--- config.mk ---
export PLATFORM = sky130hd
export DESIGN_NAME = hazard_ctrl
export DESIGN_NICKNAME = d
export VERILOG_FILES = /design/src/rtl/hazard_ctrl.sv
export SDC_FILE = /design/constraint.sdc
export NUM_CORES = 1
export LEC_CHECK = 0
export ABC_CLOCK_PERIOD_IN_PS = 3340
export CELL_PAD_IN_SITES_DETAIL_PLACEMENT = 1
export CELL_PAD_IN_SITES_GLOBAL_PLACEMENT = 1
export CORE_MARGIN = 2
export CORE_UTILIZATION = 32
export CTS_BUF_LIST = sky130_fd_sc_hd__clkbuf_16
export CTS_CLUSTER_DIAMETER = 200
export CTS_CLUSTER_SIZE = 16
export DETAILED_ROUTE_END_ITERATION = 16
export GPL_TIMING_DRIVEN = 0
export PLACE_DENSITY = 0.8
export SLEW_MARGIN = 0
export SYNTH_ARGS = -nofsm -noshare
export SYNTH_HDL_FRONTEND = slang
export SYNTH_SLANG_ARGS = --single-unit
--- constraint.sdc ---
create_clock -name clk -period 3.34 [get_ports clk]
set_clock_uncertainty 0.1 [all_clocks]
set_input_delay 0.668 -clock clk [delete_from_list [all_inputs] [get_ports clk]]
set_output_delay 0.668 -clock clk [all_outputs]
set_load 0.01 [all_outputs]
--- src/rtl/hazard_ctrl.sv ---
// Pipeline sequencing controller for the 5-stage RV32I core: stage stall/flush
// controls, E-stage forwarding selects, fence.i drain and a stall-cycle counter.
module hazard_ctrl #(
    parameter int CNT_W     = 32,
    parameter int DRAIN_CYC = 3
) (
    input  logic             clk,
    input  logic             reset,
    input  logic [4:0]       rs1_d,
    input  logic [4:0]       rs2_d,
    input  logic [4:0]       rs1_e,
    input  logic [4:0]       rs2_e,
    input  logic [4:0]       rd_e,
    input  logic [4:0]       rd_m,
    input  logic [4:0]       rd_w,
    input  logic             regwrite_m,
    input  logic             regwrite_w,
    input  logic             load_e,
    input  logic             pcsrc_e,
    input  logic             fence_d,
    input  logic             dmem_req_m,
    input  logic             dmem_ready,
    output logic             stall_f,
    output logic             stall_d,
    output logic             stall_e,
    output logic             stall_m,
    output logic             flush_d,
    output logic             flush_e,
    output logic             flush_w,
    output logic [1:0]       fwd_a_e,
    output logic [1:0]       fwd_b_e,
    output logic             fence_done,
    output logic             busy,
    output logic [CNT_W-1:0] stall_cnt
);

    typedef enum logic [0:0] {RUN = 1'b0, DRAIN = 1'b1} state_t;

    localparam int DW = (DRAIN_CYC > 1) ? $clog2(DRAIN_CYC) : 1;

    state_t           state_r;
    logic [DW-1:0]    drain_cnt_r;
    logic             fence_done_r;
    logic [CNT_W-1:0] stall_cnt_r;

    logic memwait_s, lwstall_s, fence_entry_s, drain_s;
    logic stall_f_s, stall_d_s, stall_e_s, stall_m_s;
    logic flush_d_s, flush_e_s, flush_w_s;
    logic [1:0] fwd_a_s, fwd_b_s;

    // M-stage result has priority over W-stage; x0 is never forwarded.
    function automatic logic [1:0] fwd_sel(input logic [4:0] rs, input logic [4:0] rdm,
                                           input logic wm, input logic [4:0] rdw,
                                           input logic ww);
        logic [1:0] sel;
        if (wm && (rdm != 5'd0) && (rdm == rs)) begin
            sel = 2'b10;
        end else if (ww && (rdw != 5'd0) && (rdw == rs)) begin
            sel = 2'b01;
        end else begin
            sel = 2'b00;
        end
        return sel;
    endfunction

    // Forwarding selects for both E-stage operands.
    always_comb begin
        fwd_a_s = fwd_sel(rs1_e, rd_m, regwrite_m, rd_w, regwrite_w);
        fwd_b_s = fwd_sel(rs2_e, rd_m, regwrite_m, rd_w, regwrite_w);
    end

    // Hazard detection and prioritised stage controls.
    always_comb begin
        memwait_s     = dmem_req_m && !dmem_ready;
        lwstall_s     = load_e && (rd_e != 5'd0) && ((rd_e == rs1_d) || (rd_e == rs2_d));
        drain_s       = (state_r == DRAIN);
        fence_entry_s = (state_r == RUN) && fence_d && !memwait_s && !pcsrc_e
                        && !lwstall_s && !fence_done_r;
        stall_f_s = 1'b0;
        stall_d_s = 1'b0;
        stall_e_s = 1'b0;
        stall_m_s = 1'b0;
        flush_d_s = 1'b0;
        flush_e_s = 1'b0;
        flush_w_s = 1'b0;
        if (memwait_s) begin
            stall_f_s = 1'b1;
            stall_d_s = 1'b1;
            stall_e_s = 1'b1;
            stall_m_s = 1'b1;
            flush_w_s = 1'b1;
        end else if (pcsrc_e) begin
            flush_d_s = 1'b1;
            flush_e_s = 1'b1;
        end else if (lwstall_s || fence_entry_s || drain_s) begin
            stall_f_s = 1'b1;
            stall_d_s = 1'b1;
            flush_e_s = 1'b1;
        end else begin
            stall_f_s = 1'b0;
            stall_d_s = 1'b0;
        end
    end

    // Fence drain state machine and registered status.
    // The counter holds the remaining drain cycles including the current one,
    // so the last DRAIN cycle is the one where it is about to reach zero.
    always_ff @(posedge clk or posedge reset) begin
        if (reset) begin
            state_r      <= RUN;
            drain_cnt_r  <= {DW{1'b0}};
            fence_done_r <= 1'b0;
        end else begin
            case (state_r)
                RUN: begin
                    if (fence_entry_s) begin
                        if (DRAIN_CYC == 1) begin
                            fence_done_r <= 1'b1;
                        end else begin
                            state_r      <= DRAIN;
                            drain_cnt_r  <= DW'(DRAIN_CYC - 1);
                            fence_done_r <= 1'b0;
                        end
                    end else begin
                        fence_done_r <= 1'b0;
                    end
                end
                DRAIN: begin
                    if (memwait_s) begin
                        fence_done_r <= 1'b0;
                    end else if (drain_cnt_r <= DW'(1)) begin
                        state_r      <= RUN;
                        drain_cnt_r  <= {DW{1'b0}};
                        fence_done_r <= 1'b1;
                    end else begin
                        drain_cnt_r  <= drain_cnt_r - DW'(1);
                        fence_done_r <= 1'b0;
                    end
                end
                default: begin
                    state_r      <= RUN;
                    drain_cnt_r  <= {DW{1'b0}};
                    fence_done_r <= 1'b0;
                end
            endcase
        end
    end

    // Free-running count of front-end stall cycles.
    always_ff @(posedge clk or posedge reset) begin
        if (reset) begin
            stall_cnt_r <= {CNT_W{1'b0}};
        end else begin
            stall_cnt_r <= stall_cnt_r + CNT_W'(stall_f_s);
        end
    end

    assign stall_f    = stall_f_s;
    assign stall_d    = stall_d_s;
    assign stall_e    = stall_e_s;
    assign stall_m    = stall_m_s;
    assign flush_d    = flush_d_s;
    assign flush_e    = flush_e_s;
    assign flush_w    = flush_w_s;
    assign fwd_a_e    = fwd_a_s;
    assign fwd_b_e    = fwd_b_s;
    assign fence_done = fence_done_r;
    assign busy       = (state_r == DRAIN);
    assign stall_cnt  = stall_cnt_r;

endmodule

; ---- Yosys cells after proc, flatten, opt, wreduce, memory -nomap -nowiden
; Index checks and enable logic that the tools add are counted.
[totals]
reg_bits = 36
latch_bits = 0
mem_count = 0
rom_bits = 0
mem_bits_rw = 0
inputBits = 44
[op_classes]
n_eq_ne = 8
div_mod_pow = 0
order_cmp = 1
n_addsub = 2
n_mul = 0
n_reduce_logical = 26
n_bitwise = 1
n_mux = 23
shifts = 0
[op_table]
columns = cell, n
row1 = 32-bit by 1-bit adder with 32-bit output, 1
row2 = 5-bit equality test, 6
row3 = 1-bit 2-to-1 mux, 15
row4 = 5-bit nonzero test, 3
row5 = 1-bit logical AND, 14
row6 = 2-bit 2-to-1 mux, 5
row7 = 1-bit logical NOT, 5
row8 = "2-bit inequality test, second input constant", 2
row9 = 1-bit one-hot mux with 2 select lines, 2
row10 = 2-bit one-hot mux with 2 select lines, 1
row11 = 1-bit logical OR, 3
row12 = "2-bit by 1-bit less-or-equal comparator with 1-bit output, second input constant", 1
row13 = 2-bit AND reduction, 1
row14 = "2-bit by 1-bit subtractor with 2-bit output, second input constant", 1
row15 = 1-bit NOT, 1

; ---- Logic depth before layout (Yosys ltp)
; Gate-level depths: netlist of run 1.
[depth]
ltp_word = 13
depth_mapped = 11
depth_no_buf = 11

; ---- Worst setup path before layout of run 1
; OpenSTA, ideal clock, no wires.
[synth_timing]
path_kind = input-to-reg
startpoint = in dmem_ready
endpoint = reg stall_cnt_r[16] (netlist: stall_cnt[16])
arrival_time_ns = 3.104
slack_ns = 0.009
path_stages = 11
setup_ns = 0.126
required_ns = 3.114
path_cell_list = nand2b_1 -> inv_1 -> nor4_4 -> nor3_1 -> a211oi_1 -> ha_1 -> ha_1 -> inv_1 -> nor4_2 -> nand3_1 -> xnor2_1
[synth_via]
elab_chain_cells = 13
[synth_rtl]
columns = element, line
row1 = "start, declared", 22  ; input logic dmem_ready,
row2 = 1-bit logical NOT (*), 74  ; memwait_s = dmem_req_m && !dmem_ready;
row3 = 1-bit logical AND (*), 74
row4 = 1-bit logical NOT, 77  ; fence_entry_s = (state_r == RUN) && fence_d && !memwait_s && !pcsrc_e
row5 = 1-bit logical AND (2 in series), 77
row6 = 1-bit logical AND (2 in series), 78  ; && !lwstall_s && !fence_done_r;
row7 = 1-bit logical OR (2 in series), 95  ; end else if (lwstall_s || fence_entry_s || drain_s) begin
row8 = 1-bit 2-to-1 mux (2 in series), --
row9 = 1-bit 2-to-1 mux (*), --
row10 = named net stall_d, 24  ; output logic stall_d,
row11 = 32-bit by 1-bit adder with 32-bit output (*), 154  ; stall_cnt_r <= stall_cnt_r + CNT_W'(stall_f_s);
row12 = "end signal, assigned", 152  ; stall_cnt_r <= {CNT_W{1'b0}};
row13 = "end signal, assigned", 154
row14 = "end, declared", 44  ; logic [CNT_W-1:0] stall_cnt_r;
; Mark *: on every way through the listed nets, which the timed path passes. The rest lies on a longest branch.
; A chain may end at the register's enable or synchronous reset.

; ---- Worst setup path in the final report of run 1
[layout_timing]
startpoint = in rd_e[3]
endpoint = out stall_f
[layout_via]
elab_chain_cells = 11
elab_cells_between_ends = 14
cone_classes = 2 x eq/ne / 3 x mux / 9 x reduce/logical
[layout_rtl]
columns = element, line
row1 = "start, declared", 13  ; input logic [4:0] rd_e,
row2 = 5-bit equality test or 5-bit nonzero test (tied branches), 75  ; lwstall_s = load_e && (rd_e != 5'd0) && ((rd_e == rs1_d) || (rd_e == rs2_d));
row3 = 1-bit logical OR or 1-bit logical AND (tied branches), 75
row4 = 1-bit logical AND (*), 75
row5 = 1-bit logical NOT, 78
row6 = 1-bit logical AND (2 in series), 78
row7 = 1-bit logical OR (*) (2 in series), 95
row8 = 1-bit 2-to-1 mux (*), 95
row9 = 1-bit 2-to-1 mux (*), 92  ; end else if (pcsrc_e) begin
row10 = 1-bit 2-to-1 mux (*), 86  ; if (memwait_s) begin
row11 = "end, declared", 23  ; output logic stall_f,
; Every way passes the cells marked *; elsewhere a longest branch is shown, timed or not.

==> results of run 1 <==
layout make-up:
cell class	count	area [um^2]	area share, %
clock inverters	3	42.5	1.20
repair buffers	101	996	28.1
plain buffers	4	26.3	0.741
inverters	4	22.5	0.635
flip-flops and latches	36	901	25.4
multi-input cells	159	1340	37.7
clock buffers	5	125	3.53
well taps	77	96.3	2.72
worst max-delay path: stages:
cell and delay [ps]:
clkdlybuf4s15_1 250, or4_4 580, o21a_1 220, nor4_2 340
a211oi_2 110, buf_4 150, buf_4 120, dlymetal6s2s_1 170
layer usage:
metal / wire length [um] / up-vias
li1: - / 936
met1: 2360 / 962
met2: 3170 / 71
met3: 382 / 13
met4: 172 / 0
met5: 0 / -
metrics by stage:
stage | hold slack (ps) | total power [W] | cells | cell area, um^2 | setup TNS (ps)
global placement | 367 | 0.000967 | 368 | 3110 | -14670
floorplan | 346 | 0.000756 | 203 | 2140 | 0
CTS | 374 | 0.00154 | 382 | 3410 | -170
finish | 371 | 0.00160 | 389 | 3550 | -68.6
global route | 386 | 0.00169 | 389 | 3550 | -743
detailed placement | 362 | 0.000986 | 369 | 3140 | -19960
cells in the final DEF (no fill, tap or decap), drive strengths merged, types with 9 or more instances in the layout:
master / instances
clkdlybuf4s50: 78
xnor2: 40
dfrtp: 36
xor2: 20
buf: 16
nand3: 15
nand4: 13
nand2: 12
nor2: 10
nor4: 9
power by group through the flow:
stage               logic, W  registers [W]  clock network [W]
global placement    0.000409       0.000558                  0
detailed placement  0.000425       0.000560                  0
global route        0.000556       0.000576           0.000554
CTS                 0.000452       0.000553           0.000539
floorplan           0.000187       0.000568                  0
finish              0.000509       0.000566           0.000525
kinds of logic after synthesis:
kind of cell,synth area share (%)
XOR/XNOR,24.6
AO/OA/AOI/OAI,5.50
adder cells (fa/ha/maj),1.17
buffers and inverters,1.93
flip-flops,42.2
AND/OR/NAND/NOR,24.6
sequential cells by signal, indices dropped and copies added (netlist names):
register / count
stall_cnt: 32
drain_cnt_r: 2
busy: 1
fence_done: 1
worst min path at each step:
stage	from	to	slack, ps	depth (start not counted)
CTS	stall_cnt[31]	stall_cnt[31]	370	1
global route	stall_cnt[31]	stall_cnt[31]	390	1
finish	stall_cnt[31]	stall_cnt[31]	370	1
global placement	stall_cnt[31]	stall_cnt[31]	370	1
floorplan	drain_cnt_r[1]	fence_done	350	1
detailed placement	stall_cnt[31]	stall_cnt[31]	360	1
what timing repair did:
item	4_1_cts	5_1_grt
pin swaps	4	11
setup endpoints to repair	31	29
setup buffers	5	7
hold endpoints to repair	0	0
gates resized for setup	22	23
==> results.py, run 1 <==
metrics = {
    "outcome": {
        "status": "finished, violations left",
        "violations": "DRC, setup timing",
    },
    "global_route": {
        "use_met3_pct": 4.91,
        "grt_use_met1_pct": 18.4,
        "use_met2_pct": 29.8,
        "grt_pass1_wl_um": 9720,
        "grtUsageTotal_pct": 16.4,
        "busiest_layer": "met2",
        "grt_pass1_vias": 2103,
        "antenna_found_initial": 0,
        "overflow": 0,
        "grt_start_max_net_pins": 20,
    },
    "layout": {
        "antennaDiodeCount": 0,
        "fillerInstances": 713,
        "fin_util_pct": 55.2,
        "syn2layout_area_growth_pct": 65.9,
        "fin_nets": 357,
        "final_layout_size_suffix_gt1_share_pct": 17.9,
    },
    "sta": {
        "tightest_slew_ps": 804,
        "fmax_mhz": 296,
        "max-slew-margin-rel_pct": 46.4,
        "rsz0062_at_grt": "true",
        "hold_viol_final": 0,
        "min_period_ps": 3380,
        "drv_slew": 0,
        "setup_viol": 2,
        "worst_slack_ps": -40.2,
        "fin_crit_sh_pct": 101,
    },
    "cts": {
        "cts_htree_levels": 2,
        "cts_sinks": 36,
        "clkLatencyLatePin_ps": 280,
        "cts-root-buf": "clkbuf_16",
        "cts_buffers": 5,
        "hold_buffers": 0,
        "clk_pin_slew_ps": 50,
        "clockBufferDepth": 2,
        "cts_tree": "done",
    },
    "synthesis": {
        "ys_warn_count": 0,
        "yosysUniqueCellTypes": 39,
        "synth_top_cell_by_area": "dfrtp_1",
        "synth_edf_count": 0,
        "syn-instance-count": 203,
        "synth_flop_cell": "dfrtp_1",
        "yosysMostFrequentCell": "xnor2_1",
        "synth.yosys.seq_area_share_pct": 42.2,
        "synth_area_per_cell_um2": 10.5,
        "async_reset_ff_share_pct": 100,
        "ys_ff_latch": 36,
        "ys_top_cells_by_area": "dfrtp_1 (42%), xnor2_1 (16%), xor2_1 (8.2%), nand3_1 (3.5%), nand4_1 (2.9%)",
        "synth_commonest_cells": "xnor2_1 (40), dfrtp_1 (36), xor2_1 (20), nand3_1 (15), nand2_1 (12)",
        "synthesis.area_mm2": 0.00214,
        "yosysTopAreaCellShare_pct": 42.2,
        "synth_fp_nets": 249,
    },
    "pwr": {
        "p_int_w": 0.00112,
        "combPwrFrac_pct": 31.8,
        "cellPowerDensity_mw_per_mm2": 451,
        "power_frac_seq_pct": 35.4,
        "p_leak_nw": 1.50,
        "ir_drop_mv": 0.185,
        "power_frac_clock_pct": 32.8,
        "p_sw_w": 0.000477,
        "swShare_pct": 29.8,
    },
    "die": {
        "dieArea_mm2": 0.00735,
        "die_y_um": 85.7,
        "fp.dieW_um": 85.7,
        "ios": 89,
        "fp.coreArea_mm2": 0.00642,
        "num_rows": 29,
        "initial_utilization_pct": 33.3,
    },
    "drt": {
        "ant_nets": 0,
        "drt_iter0_drc": 30,
        "route.detailed.drc": 6,
        "routed_via_density": 5.10,
        "via_count": 1982,
        "wirelength_um": 6090,
        "wire_per_inst_um": 15.7,
        "drt-pass1-iter-count": 11,
    },
    "hold_path": {
        "hp-class": "reg -> reg",
    },
    "place": {
        "pre_cts_slack_ps": -863,
        "place_congestion": 0.714,
        "hpwlAfterDp_um": 4570,
        "io_buffers": 88,
    },
    "worst_setup_path": {
        "startpoint": "rd_e[3]",
        "r2r_slack_ps": 320,
        "start_kind": "input pin",
        "worstSetupPathType": "in -> out",
        "timing.rr.end": "stall_cnt[22]",
        "worstPathRequired_ps": 2570,
        "rr_startpoint": "busy",
        "cp-endpoint": "stall_f",
        "reg2reg_depth": 12,
        "cp.arrival_ps": 2610,
        "crit_path_end_kind": "output port",
        "crit_fanout": 3,
    },
    "flow_run": {
        "drv_cap": 0,
    },
}
(Power assumes the default switching activity.)
==> run 2: changes to the inputs <==
SLEW_MARGIN = 20   (was 0)
==> results.py, run 2 (synthesis results as in run 1) <==
metrics = {
    "outcome": {
        "status": "finished, violations left",
        "violations": "DRC",
    },
    "layout": {
        "antennaDiodeCount": 0,
        "fin_nets": 355,
        "seqCellArea_um2": 901,
        "multi_input_area_mm2": 0.00131,
        "layout_commonest_cell": "clkdlybuf4s50_1",
        "largest_reg_flops": 32,
        "fillerInstances": 713,
        "layout_common_cells": "clkdlybuf4s50_1 (78), xnor2_1 (40), dfrtp_1 (36)",
        "final_layout_size_suffix_gt1_share_pct": 16.8,
        "syn2layout_area_growth_pct": 61.5,
    },
    "worst_setup_path": {
        "slowest_stage": "or4_4",
        "cp_slowest_stage_delay_ps": 550,
        "crit_chain": "dlygate4sd2_1, or4_4, o21a_1, nor4_2, a211oi_2, buf_4, buf_4, dlymetal6s2s_1",
        "worstPathRequired_ps": 2570,
        "crit_fanout": 3,
        "cp.arrival_ps": 2500,
        "start_kind": "input pin",
        "crit_path_end_kind": "output port",
        "worstSetupPathType": "in -> out",
        "path_common_cell": "buf_4",
    },
    "global_route": {
        "use_met2_pct": 29.5,
        "overflow": 0,
        "grt_pass1_wl_um": 9450,
        "use_met3_pct": 4.91,
        "grt_use_met1_pct": 17.9,
        "grtUsageTotal_pct": 16.0,
        "grt_pass1_vias": 2058,
        "busiest_layer": "met2",
        "antenna_found_initial": 0,
        "grt_start_max_net_pins": 37,
    },
    "die": {
        "ios": 89,
        "num_rows": 29,
        "fp.dieW_um": 85.7,
        "die_y_um": 85.7,
        "fp.coreArea_mm2": 0.00642,
        "dieArea_mm2": 0.00735,
        "initial_utilization_pct": 33.3,
    },
    "drt": {
        "routed_via_density": 4.99,
        "via_count": 1931,
        "wire_per_inst_um": 15.1,
        "route.detailed.drc": 6,
        "drt-pass1-iter-count": 11,
        "ant_nets": 0,
        "wirelength_um": 5830,
        "drt_iter0_drc": 26,
    },
    "sta": {
        "max-slew-margin-rel_pct": 49.5,
        "fmax_mhz": 306,
        "worst_slack_ps": 67.5,
        "tns_ps": 0,
        "setup_viol": 0,
        "drv_slew": 0,
        "fin_crit_sh_pct": 98.0,
        "tightest_slew_ps": 756,
        "hold_viol_final": 0,
        "min_period_ps": 3270,
    },
    "cts": {
        "clockBufferDepth": 2,
        "cts-root-buf": "clkbuf_16",
        "cts_buffers": 5,
        "cts_sinks": 36,
        "cts_tree": "done",
        "cts_htree_levels": 2,
        "clkLatencyLatePin_ps": 280,
        "clk_pin_slew_ps": 50,
    },
    "pwr": {
        "p_leak_nw": 1.46,
        "total_power_w": 0.00148,
        "ir_drop_mv": 0.178,
        "cellPowerDensity_mw_per_mm2": 430,
    },
    "place": {
        "hpwlAfterDp_um": 4520,
        "place_congestion": 0.714,
        "io_buffers": 88,
        "pre_cts_slack_ps": -848,
    },
    "hold_path": {
        "hp-class": "reg -> reg",
    },
    "flow_run": {
        "drv_cap": 0,
    },
}
run 2: changes by cell type in the layout (fill, tap and decap cells not counted), sizes merged:
cell / previous run / this run
buf: 16 / 14
bufinv: 1 / 0
clkdlybuf4s15: 2 / 1
clkinv: 1 / 3
clkinvlp: 1 / 0
dlygate4sd2: 4 / 5
run 2: where the power goes:
| group | internal (W) | total (W) | switching (W) |
|---|---|---|---|
| logic | 0.000269 | 0.000482 | 0.000213 |
| clock network | 0.000271 | 0.000440 | 0.000169 |
| registers | 0.000492 | 0.000561 | 0.0000689 |
run 2: area by class of cell:
class,instances,share of cell area (%)
Inverter,4,0.507
Sequential cell,36,26.1
Timing Repair Buffer,99,27.8
Multi-Input combinational cell,159,38.0
Buffer,4,0.761
Tap cell,77,2.79
Clock buffer,5,3.62
Clock inverter,3,0.399
run 2: critical path: cells and delay by family:
family	cells	cell delay [ps]
compound gates	2	310
simple gates	2	820
buf+inv	4	710
run 2: routing by layer:
metal  wire length [um]  vias up  part of all wire [%]
met5                  0        -                     0
met4                 35        0                  0.60
met3                375        5                   6.4
met2               3110       63                    53
met1               2310      935                    40
li1                   -      928                     -
run 2: worst paths after layout:
| kind | start | to | slack [ps] | depth (start not counted) |
|---|---|---|---|---|
| min reg2reg | stall_cnt[31] | stall_cnt[31] | 380 | 1 |
| min | stall_cnt[31] | stall_cnt[31] | 380 | 1 |
| max in group asynchronous | reset | stall_cnt[4] | 1900 | 2 |
| min in group asynchronous | reset | busy | 740 | 2 |
| max | rd_e[3] | stall_f | 70 | 8 |
| max reg2reg | busy | stall_cnt[22] | 430 | 12 |
run 2: repair_timing:
item / CTS / global route
endpoints found under the setup margin: 31 / 27
hold buffers: 0 / 0
gates resized for setup: 19 / 19
setup buffers: 5 / 6
pin swaps: 4 / 10
run 2: per-stage QoR:
stage / cell area, um^2 / utilization (%) / cells / hold slack (ps)
after CTS: 3340 / 52.0 / 381 / 385
after detailed placement: 3110 / 48.5 / 368 / 370
after global routing: 3450 / 53.8 / 387 / 401
final: 3450 / 53.8 / 387 / 382
after global placement: 3110 / 48.5 / 368 / 367
after floorplan: 2140 / - / 203 / 346
